File: src/rtl/char_step_sequencer_if.sv
// ---------------------------------------------------------------------------
// char_step_sequencer_if
//   Handshake bundle between the step sequencer and the character
//   physics / collision datapath.
//
//   detect_start  seq -> dp   1-cycle pulse: start collision/ground detection
//   detect_done   dp  -> seq  1-cycle pulse: detector results valid
//   step_en       seq -> dp   1-cycle pulse: physics registers advance one step
//   step_done     dp  -> seq  1-cycle pulse: step committed
//   evt_left      seq -> dp   left press seen since previous step
//   evt_right     seq -> dp   right press seen since previous step
//   evt_jump      seq -> dp   jump press seen since previous step
//   jump_held     seq -> dp   synchronized jump level
//
//   master : sequencer side
//   slave  : datapath side
// ---------------------------------------------------------------------------
interface char_step_sequencer_if;
    logic detect_start;
    logic detect_done;
    logic step_en;
    logic step_done;
    logic evt_left;
    logic evt_right;
    logic evt_jump;
    logic jump_held;

    modport master (
        output detect_start,
        output step_en,
        output evt_left,
        output evt_right,
        output evt_jump,
        output jump_held,
        input  detect_done,
        input  step_done
    );

    modport slave (
        input  detect_start,
        input  step_en,
        input  evt_left,
        input  evt_right,
        input  evt_jump,
        input  jump_held,
        output detect_done,
        output step_done
    );
endinterface

File: src/rtl/char_step_sequencer.sv
// ---------------------------------------------------------------------------
// char_step_sequencer
//   Schedules one character physics update every FRAMES_PER_STEP vblank
//   rising edges: a DETECT phase (collision/ground detectors) followed by a
//   STEP phase (physics register update). Button presses are captured as
//   sticky edges between steps and handed to the datapath as evt_* at each
//   step, so a press is never lost however long a step takes.
//
// Ports
//   sys_clk       system clock
//   sys_rst_n     asynchronous reset, active-low
//   frame_vblank  vblank level from the VGA timing block (sys_clk domain)
//   left_btn      raw button, asynchronous
//   right_btn     raw button, asynchronous
//   jump_btn      raw button, asynchronous
//   seq_if        handshake bundle to the physics/collision datapath
//   busy          high whenever the FSM is not IDLE
//   timeout_flag  sticky: a phase timed out waiting for its done pulse
//   overrun_cnt   saturating count of ticks dropped while busy
//
// FSM
//   state      | meaning
//   -----------+-----------------------------------------------------
//   IDLE       | waiting for a frame tick
//   DETECT     | detect_start pulse, timer cleared
//   WAIT_DET   | waiting for detect_done or timeout
//   STEP       | step_en pulse, evt_* snapshot, sticky latches cleared
//   WAIT_STEP  | waiting for step_done or timeout
// ---------------------------------------------------------------------------
module char_step_sequencer #(
    parameter int unsigned FRAMES_PER_STEP = 1,
    parameter int unsigned TIMEOUT_CYC     = 1024,
    parameter int unsigned OVR_W           = 8
) (
    input  logic                  sys_clk,
    input  logic                  sys_rst_n,
    input  logic                  frame_vblank,
    input  logic                  left_btn,
    input  logic                  right_btn,
    input  logic                  jump_btn,
    char_step_sequencer_if.master seq_if,
    output logic                  busy,
    output logic                  timeout_flag,
    output logic [OVR_W-1:0]      overrun_cnt
);

    localparam int unsigned TMR_W = $clog2(TIMEOUT_CYC) + 1;
    localparam logic [TMR_W-1:0] TMR_LAST   = TMR_W'(TIMEOUT_CYC - 1);
    localparam logic [3:0]       FRAME_LAST = 4'(FRAMES_PER_STEP - 1);
    localparam logic [OVR_W-1:0] OVR_MAX    = {OVR_W{1'b1}};

    typedef enum logic [2:0] {
        S_IDLE      = 3'd0,
        S_DETECT    = 3'd1,
        S_WAIT_DET  = 3'd2,
        S_STEP      = 3'd3,
        S_WAIT_STEP = 3'd4
    } state_t;

    // Button index order in the packed vectors below: 0 left, 1 right, 2 jump
    localparam int BTN_L = 0;
    localparam int BTN_R = 1;
    localparam int BTN_J = 2;

    state_t                 state_q, state_d;
    logic                   vblank_dly_q, vblank_dly_d;
    logic [3:0]             frame_cnt_q, frame_cnt_d;
    logic [TMR_W-1:0]       timer_q, timer_d;
    logic                   timeout_flag_q, timeout_flag_d;
    logic [OVR_W-1:0]       overrun_cnt_q, overrun_cnt_d;
    logic [2:0][2:0]        btn_sync_q, btn_sync_d;
    logic [2:0]             latch_q, latch_d;
    logic [2:0]             evt_q, evt_d;

    logic [2:0]             btn_raw;
    logic [2:0]             btn_rise;
    logic                   vblank_rise;
    logic                   tick;
    logic                   timer_last;
    logic                   detect_start_o;
    logic                   step_en_o;
    logic                   busy_o;

    assign btn_raw    = {jump_btn, right_btn, left_btn};
    assign timer_last = (timer_q == TMR_LAST);

    // ------------------------------------------------------------------
    // State register
    // ------------------------------------------------------------------
    always_ff @(posedge sys_clk or negedge sys_rst_n) begin
        if (!sys_rst_n) begin
            state_q <= S_IDLE;
        end else begin
            state_q <= state_d;
        end
    end

    // ------------------------------------------------------------------
    // Next-state logic. A done pulse wins over a simultaneous timeout, so
    // a late-but-valid completion never raises the sticky flag.
    // ------------------------------------------------------------------
    always_comb begin
        state_d = state_q;
        case (state_q)
            S_IDLE: begin
                if (tick) state_d = S_DETECT;
            end
            S_DETECT: begin
                state_d = S_WAIT_DET;
            end
            S_WAIT_DET: begin
                if (seq_if.detect_done || timer_last) state_d = S_STEP;
            end
            S_STEP: begin
                state_d = S_WAIT_STEP;
            end
            S_WAIT_STEP: begin
                if (seq_if.step_done || timer_last) state_d = S_IDLE;
            end
            default: begin
                state_d = S_IDLE;
            end
        endcase
    end

    // ------------------------------------------------------------------
    // State-decoded outputs
    // ------------------------------------------------------------------
    always_comb begin
        detect_start_o = 1'b0;
        step_en_o      = 1'b0;
        busy_o         = 1'b1;
        case (state_q)
            S_IDLE:   busy_o         = 1'b0;
            S_DETECT: detect_start_o = 1'b1;
            S_STEP:   step_en_o      = 1'b1;
            default:  ;
        endcase
    end

    // ------------------------------------------------------------------
    // Datapath registers
    // ------------------------------------------------------------------
    always_ff @(posedge sys_clk or negedge sys_rst_n) begin
        if (!sys_rst_n) begin
            vblank_dly_q   <= 1'b0;
            frame_cnt_q    <= '0;
            timer_q        <= '0;
            timeout_flag_q <= 1'b0;
            overrun_cnt_q  <= '0;
            btn_sync_q     <= '0;
            latch_q        <= '0;
            evt_q          <= '0;
        end else begin
            vblank_dly_q   <= vblank_dly_d;
            frame_cnt_q    <= frame_cnt_d;
            timer_q        <= timer_d;
            timeout_flag_q <= timeout_flag_d;
            overrun_cnt_q  <= overrun_cnt_d;
            btn_sync_q     <= btn_sync_d;
            latch_q        <= latch_d;
            evt_q          <= evt_d;
        end
    end

    // ------------------------------------------------------------------
    // Frame divider: tick on the vblank edge that wraps the count to 0
    // ------------------------------------------------------------------
    always_comb begin
        vblank_dly_d = frame_vblank;
        vblank_rise  = frame_vblank & ~vblank_dly_q;
        frame_cnt_d  = frame_cnt_q;
        tick         = 1'b0;
        if (vblank_rise) begin
            if (frame_cnt_q == FRAME_LAST) begin
                frame_cnt_d = '0;
                tick        = 1'b1;
            end else begin
                frame_cnt_d = frame_cnt_q + 4'd1;
            end
        end
    end

    // ------------------------------------------------------------------
    // Phase timer and sticky timeout flag. The timer free-runs in the WAIT
    // states and is re-zeroed by the DETECT/STEP cycle that precedes them.
    // ------------------------------------------------------------------
    always_comb begin
        timer_d        = timer_q;
        timeout_flag_d = timeout_flag_q;
        case (state_q)
            S_DETECT, S_STEP: begin
                timer_d = '0;
            end
            S_WAIT_DET: begin
                timer_d = timer_q + TMR_W'(1);
                if (!seq_if.detect_done && timer_last) timeout_flag_d = 1'b1;
            end
            S_WAIT_STEP: begin
                timer_d = timer_q + TMR_W'(1);
                if (!seq_if.step_done && timer_last) timeout_flag_d = 1'b1;
            end
            default: ;
        endcase
    end

    // ------------------------------------------------------------------
    // Overrun counter: any tick the FSM cannot accept, including the tick
    // that lands on the WAIT_STEP -> IDLE transition cycle.
    // ------------------------------------------------------------------
    always_comb begin
        overrun_cnt_d = overrun_cnt_q;
        if (tick && (state_q != S_IDLE) && (overrun_cnt_q != OVR_MAX)) begin
            overrun_cnt_d = overrun_cnt_q + OVR_W'(1);
        end
    end

    // ------------------------------------------------------------------
    // Button synchronizers, sticky press latches and event snapshot.
    // Stages [0] and [1] are the synchronizer; [2] only delays [1] for the
    // edge detector. In the STEP cycle the snapshot takes the old latch
    // value, and an edge arriving in that same cycle lands in the freshly
    // cleared latch so it is reported on the following step.
    // ------------------------------------------------------------------
    always_comb begin
        for (int i = 0; i < 3; i++) begin
            btn_sync_d[i] = {btn_sync_q[i][1:0], btn_raw[i]};
            btn_rise[i]   = btn_sync_q[i][1] & ~btn_sync_q[i][2];
        end
        if (state_q == S_STEP) begin
            evt_d   = latch_q;
            latch_d = btn_rise;
        end else begin
            evt_d   = evt_q;
            latch_d = latch_q | btn_rise;
        end
    end

    // ------------------------------------------------------------------
    // Outputs
    // ------------------------------------------------------------------
    assign seq_if.detect_start = detect_start_o;
    assign seq_if.step_en      = step_en_o;
    assign seq_if.evt_left     = evt_q[BTN_L];
    assign seq_if.evt_right    = evt_q[BTN_R];
    assign seq_if.evt_jump     = evt_q[BTN_J];
    assign seq_if.jump_held    = btn_sync_q[BTN_J][1];
    assign busy                = busy_o;
    assign timeout_flag        = timeout_flag_q;
    assign overrun_cnt         = overrun_cnt_q;

endmodule

File: src/flat_wrapper.sv
// flat-port wrapper written by rule: the top's interface ports become plain ports
module char_step_sequencer_flat 
#(
    parameter int unsigned FRAMES_PER_STEP = 1,
    parameter int unsigned TIMEOUT_CYC     = 1024,
    parameter int unsigned OVR_W           = 8
)
  (sys_clk, sys_rst_n, frame_vblank, left_btn, right_btn, jump_btn, busy, timeout_flag, overrun_cnt, seq_if_detect_start, seq_if_step_en, seq_if_evt_left, seq_if_evt_right, seq_if_evt_jump, seq_if_jump_held, seq_if_detect_done, seq_if_step_done);
  char_step_sequencer_if seq_if_i ();
  input  logic sys_clk;
  input  logic sys_rst_n;
  input  logic frame_vblank;
  input  logic left_btn;
  input  logic right_btn;
  input  logic jump_btn;
  output logic busy;
  output logic timeout_flag;
  output logic [OVR_W-1:0] overrun_cnt;
  output wire logic [$bits(seq_if_i.detect_start)-1:0] seq_if_detect_start;
  output wire logic [$bits(seq_if_i.step_en)-1:0] seq_if_step_en;
  output wire logic [$bits(seq_if_i.evt_left)-1:0] seq_if_evt_left;
  output wire logic [$bits(seq_if_i.evt_right)-1:0] seq_if_evt_right;
  output wire logic [$bits(seq_if_i.evt_jump)-1:0] seq_if_evt_jump;
  output wire logic [$bits(seq_if_i.jump_held)-1:0] seq_if_jump_held;
  input wire logic [$bits(seq_if_i.detect_done)-1:0] seq_if_detect_done;
  input wire logic [$bits(seq_if_i.step_done)-1:0] seq_if_step_done;
  assign seq_if_detect_start = seq_if_i.detect_start;
  assign seq_if_step_en = seq_if_i.step_en;
  assign seq_if_evt_left = seq_if_i.evt_left;
  assign seq_if_evt_right = seq_if_i.evt_right;
  assign seq_if_evt_jump = seq_if_i.evt_jump;
  assign seq_if_jump_held = seq_if_i.jump_held;
  assign seq_if_i.detect_done = seq_if_detect_done;
  assign seq_if_i.step_done = seq_if_step_done;
  char_step_sequencer #(.FRAMES_PER_STEP(FRAMES_PER_STEP), .TIMEOUT_CYC(TIMEOUT_CYC), .OVR_W(OVR_W)) u_core (.sys_clk(sys_clk), .sys_rst_n(sys_rst_n), .frame_vblank(frame_vblank), .left_btn(left_btn), .right_btn(right_btn), .jump_btn(jump_btn), .seq_if(seq_if_i), .busy(busy), .timeout_flag(timeout_flag), .overrun_cnt(overrun_cnt));
endmodule
File: config.mk
export PLATFORM = sky130hd
export DESIGN_NAME = char_step_sequencer_flat
export DESIGN_NICKNAME = d
export VERILOG_FILES = /design/src/rtl/char_step_sequencer_if.sv /design/src/rtl/char_step_sequencer.sv /design/src/flat_wrapper.sv
export SDC_FILE = /design/constraint.sdc
export NUM_CORES = 1
export LEC_CHECK = 0
export BUFFER_PORTS_ARGS = -buffer_cell sky130_fd_sc_hd__buf_4
export CAP_MARGIN = 20
export CORE_MARGIN = 2
export CORE_UTILIZATION = 38
export DETAILED_ROUTE_END_ITERATION = 8
export PLACE_DENSITY = 0.52
export SLEW_MARGIN = 20
export SYNTH_ARGS = -nofsm -noshare
export SYNTH_HDL_FRONTEND = slang
export SYNTH_SLANG_ARGS = --single-unit
File: constraint.sdc
create_clock -name sys_clk -period 1.7 [get_ports sys_clk]
set_input_delay 0.425 -clock sys_clk [delete_from_list [all_inputs] [get_ports sys_clk]]
set_output_delay 0.425 -clock sys_clk [all_outputs]
set_load 0.1 [all_outputs]
==> results.txt <==
run status: complete, but fails checks
failing checks: setup timing
synth unique cells: 34
Slowest Stage Delay on Critical Path: 450 ps
Synth top cells by count: dfrtp_1 (43), nand2_1 (21), mux2i_1 (10), nor2_1 (10), inv_1 (9)
Residual DRC: 0
Least-Margin Pin Slew: 540 ps
area of the mapped netlist: 1920 um2
Hold Fails Final Rpt: 0
startpoint types: flop
critical-path cell list: or3_4 > buf_12
largest net degree at the start of global routing: 44
Final Slew Violations: 0
Synth top area share: 0.559
CP arrival: 1350 ps
RSZ-0062 raised after global routing: true
final worst path period need: 1780 ps
Slew HR: 0.640
first-pass GRT wire length: 6070 um
final setup vio count: 2
Register Area: 1100 um2
core area: 4820 um2
Clock Latency Late Sink: 300 ps
row count: 25
highest metal layer with signal wires: met4
total track usage: 0.143
Layout area overhead: 28.5%
initial antenna violation count: 0
Synth Flop Type: dfrtp_1
initial drt markers: 21
die area: 5650 um2
layout cells sized above 1: 0.368
drt first pass iters: 4
Vias/cell: 4.79
Hold WS: 106 ps
Max-cap violations: 0
via count: 1322
met3 wire len: 154 um
clock root buffer: clkbuf_8
VDD IR max: 0.00142 V
Syn Area/Cell: 11.5 um2
setup ws final: -76.6 ps
CTS tree: done
WL met1: 1580 um
Ys Warns: 0
number of flops mapped to enable cells by yosys: 0
syn nets: 180
Overflow after GRT: 0
Max Root-Sink Buffers: 2
cts hold-fix bufs: 0
Yosys reg bits: 43
met2 wire length: 1710 um
H-tree depth: 2
DR WL/cell: 12.6 um
number of nets in the layout: 220
fmax: 563 MHz
Fill cells: 463
Psw: 1.88 mW
TritonCTS Buffers: 5
HPWL after DPL: 2420 um
Initial Util: 0.399
Hold Path Class: in -> async
DRT Wirelength: 3490 um
top cell type by total area after synthesis: dfrtp_1
Pwr Density: 1770 nW/um2
LEAKAGE: 1.15 nW
multi-input logic area: 806 um2
sequential area share after synthesis: 0.559
Mapped Cells: 168
Die Ht: 75.2 um
final worst-path cycle share: 1.05
Sink Count: 43
Worst R2R Setup Slack: 130 ps
Worst Setup End Kind: output pin
Comb pwr share: 0.480
CP Max Fanout: 5
dpl cells: 261
Seq pwr share: 0.332
final std cells w/o fill: 276
antenna diode count: 0
Synth async-reset ratio: 1.00
port bufs: 23
cell-internal power: 2.49 mW
Ports: 24
synth top area cells: dfrtp_1 (56%), mux2i_1 (5.2%), nand2_1 (4.1%)
most frequent cell after synthesis: dfrtp_1
Die Wd: 75.2 um
CP required: 1270 ps
critical path class: reg -> out
DRT antenna net count: 0
vias in the first global route: 1365
Slowest cell on crit path: dfrtp_2
Clock Skew: 7.45 ps
Clk pwr share: 0.188
Clock transition at path regs: 90 ps
Sw Ratio: 0.430
setup_tns: -107 ps
RD Place Congestion: 0.780
[critical path: cells and delay by family, from the launching register on]
kind | cells | cell delay [ps]
flip-flops | 1 | 450
AND/OR/NAND/NOR | 1 | 420
buffers and inverters | 1 | 180
[path summary, 6_finish.rpt]
check / from / endpoint / cells after the start
min reg2reg: u_core.btn_sync_d[1] / u_core.btn_sync_d[2] / 0
min: sys_rst_n / u_core.evt_q[2] / 1
min in group sys_clk: right_btn / u_core.btn_sync_d[4] / 1
max in group asynchronous: sys_rst_n / u_core.overrun_cnt[7] / 1
max reg2reg: u_core.overrun_cnt[5] / u_core.overrun_cnt[1] / 4
max: u_core.state_q[0] / busy / 2
[stage by stage]
stage               setup slack, ps   util  power (mW)  area, um2
CTS                           -85.6  0.506        4.37       2440
global route                   -124  0.513        4.64       2470
global placement               98.2  0.465        3.30       2240
detailed placement             6.18  0.465        3.33       2240
finish                        -76.6  0.513        4.37       2470
floorplan                     -37.5      -        2.95       1960
[registers in the layout (all words and copies together), names as in the netlist, 3 cells and up]
register            count
u_core.btn_sync_q       3
u_core.frame_cnt_q      4
u_core.state_q          3
u_core.overrun_cnt      8
u_core.evt_q            3
u_core.latch_q          3
u_core.timer_q         11
u_core.btn_sync_d       5
[cell type report]
cell class | instances | share of cell area
sequential | 43 | 0.446
multi-input combinational | 110 | 0.326
timing repair buffer | 39 | 0.132
tap | 67 | 0.0339
clock buffer | 5 | 0.0278
clock inverter | 3 | 0.0192
inverter | 9 | 0.0152
[layer usage]
| metal | GRT usage | up-vias |
|---|---|---|
| li1 | - | 654 |
| met1 | 0.183 | 639 |
| met2 | 0.231 | 22 |
| met3 | 0.0495 | 7 |
| met4 | 0.0409 | 0 |
| met5 | 0 | - |
[power by group through the flow]
stage	Combinational (mW)	Sequential, mW	Clock [mW]
global placement	1.81	1.48	0
floorplan	1.10	1.86	0
finish	2.10	1.45	0.823
CTS	2.06	1.45	0.862
detailed placement	1.84	1.49	0
global route	2.25	1.48	0.903
[what timing repair did]
action,in CTS,in global routing
endpoints found under the setup margin,3,5
setup buffers,6,1
gates cloned,0,0
pin swaps,1,2
resized for setup,12,4
[cells in the final DEF, fill, tap and decap left out, types with 2 or more instances in the layout]
master / n
nor2b_1: 4
nand2_1: 20
xnor2_1: 6
and3_1: 2
dfrtp_4: 5
nor2_4: 2
xor2_1: 2
buf_12: 3
dfrtp_1: 32
mux2i_1: 10
nor4_2: 2
o21ai_0: 7
clkbuf_8: 5
nand4_1: 6
or3b_1: 2
mux2_2: 6
nor4_1: 4
a21o_1: 3
inv_1: 8
dfrtp_2: 6
nand3_1: 7
nor2_1: 9
buf_4: 35
ha_1: 4
[kinds of logic (layout without fill, tap and decap cells)]
group           count (synthesis)  after routing  synth area share
compound gates                 14             14            0.0514
fa+ha+maj                       4              4            0.0260
xor+xnor                        9              9            0.0410
buf+inv                        15             56            0.0397
flops                          43             43             0.559
mux                            17             17            0.0949
simple gates                   66             66             0.188
No activity file was read; power rests on OpenSTA's default activity.
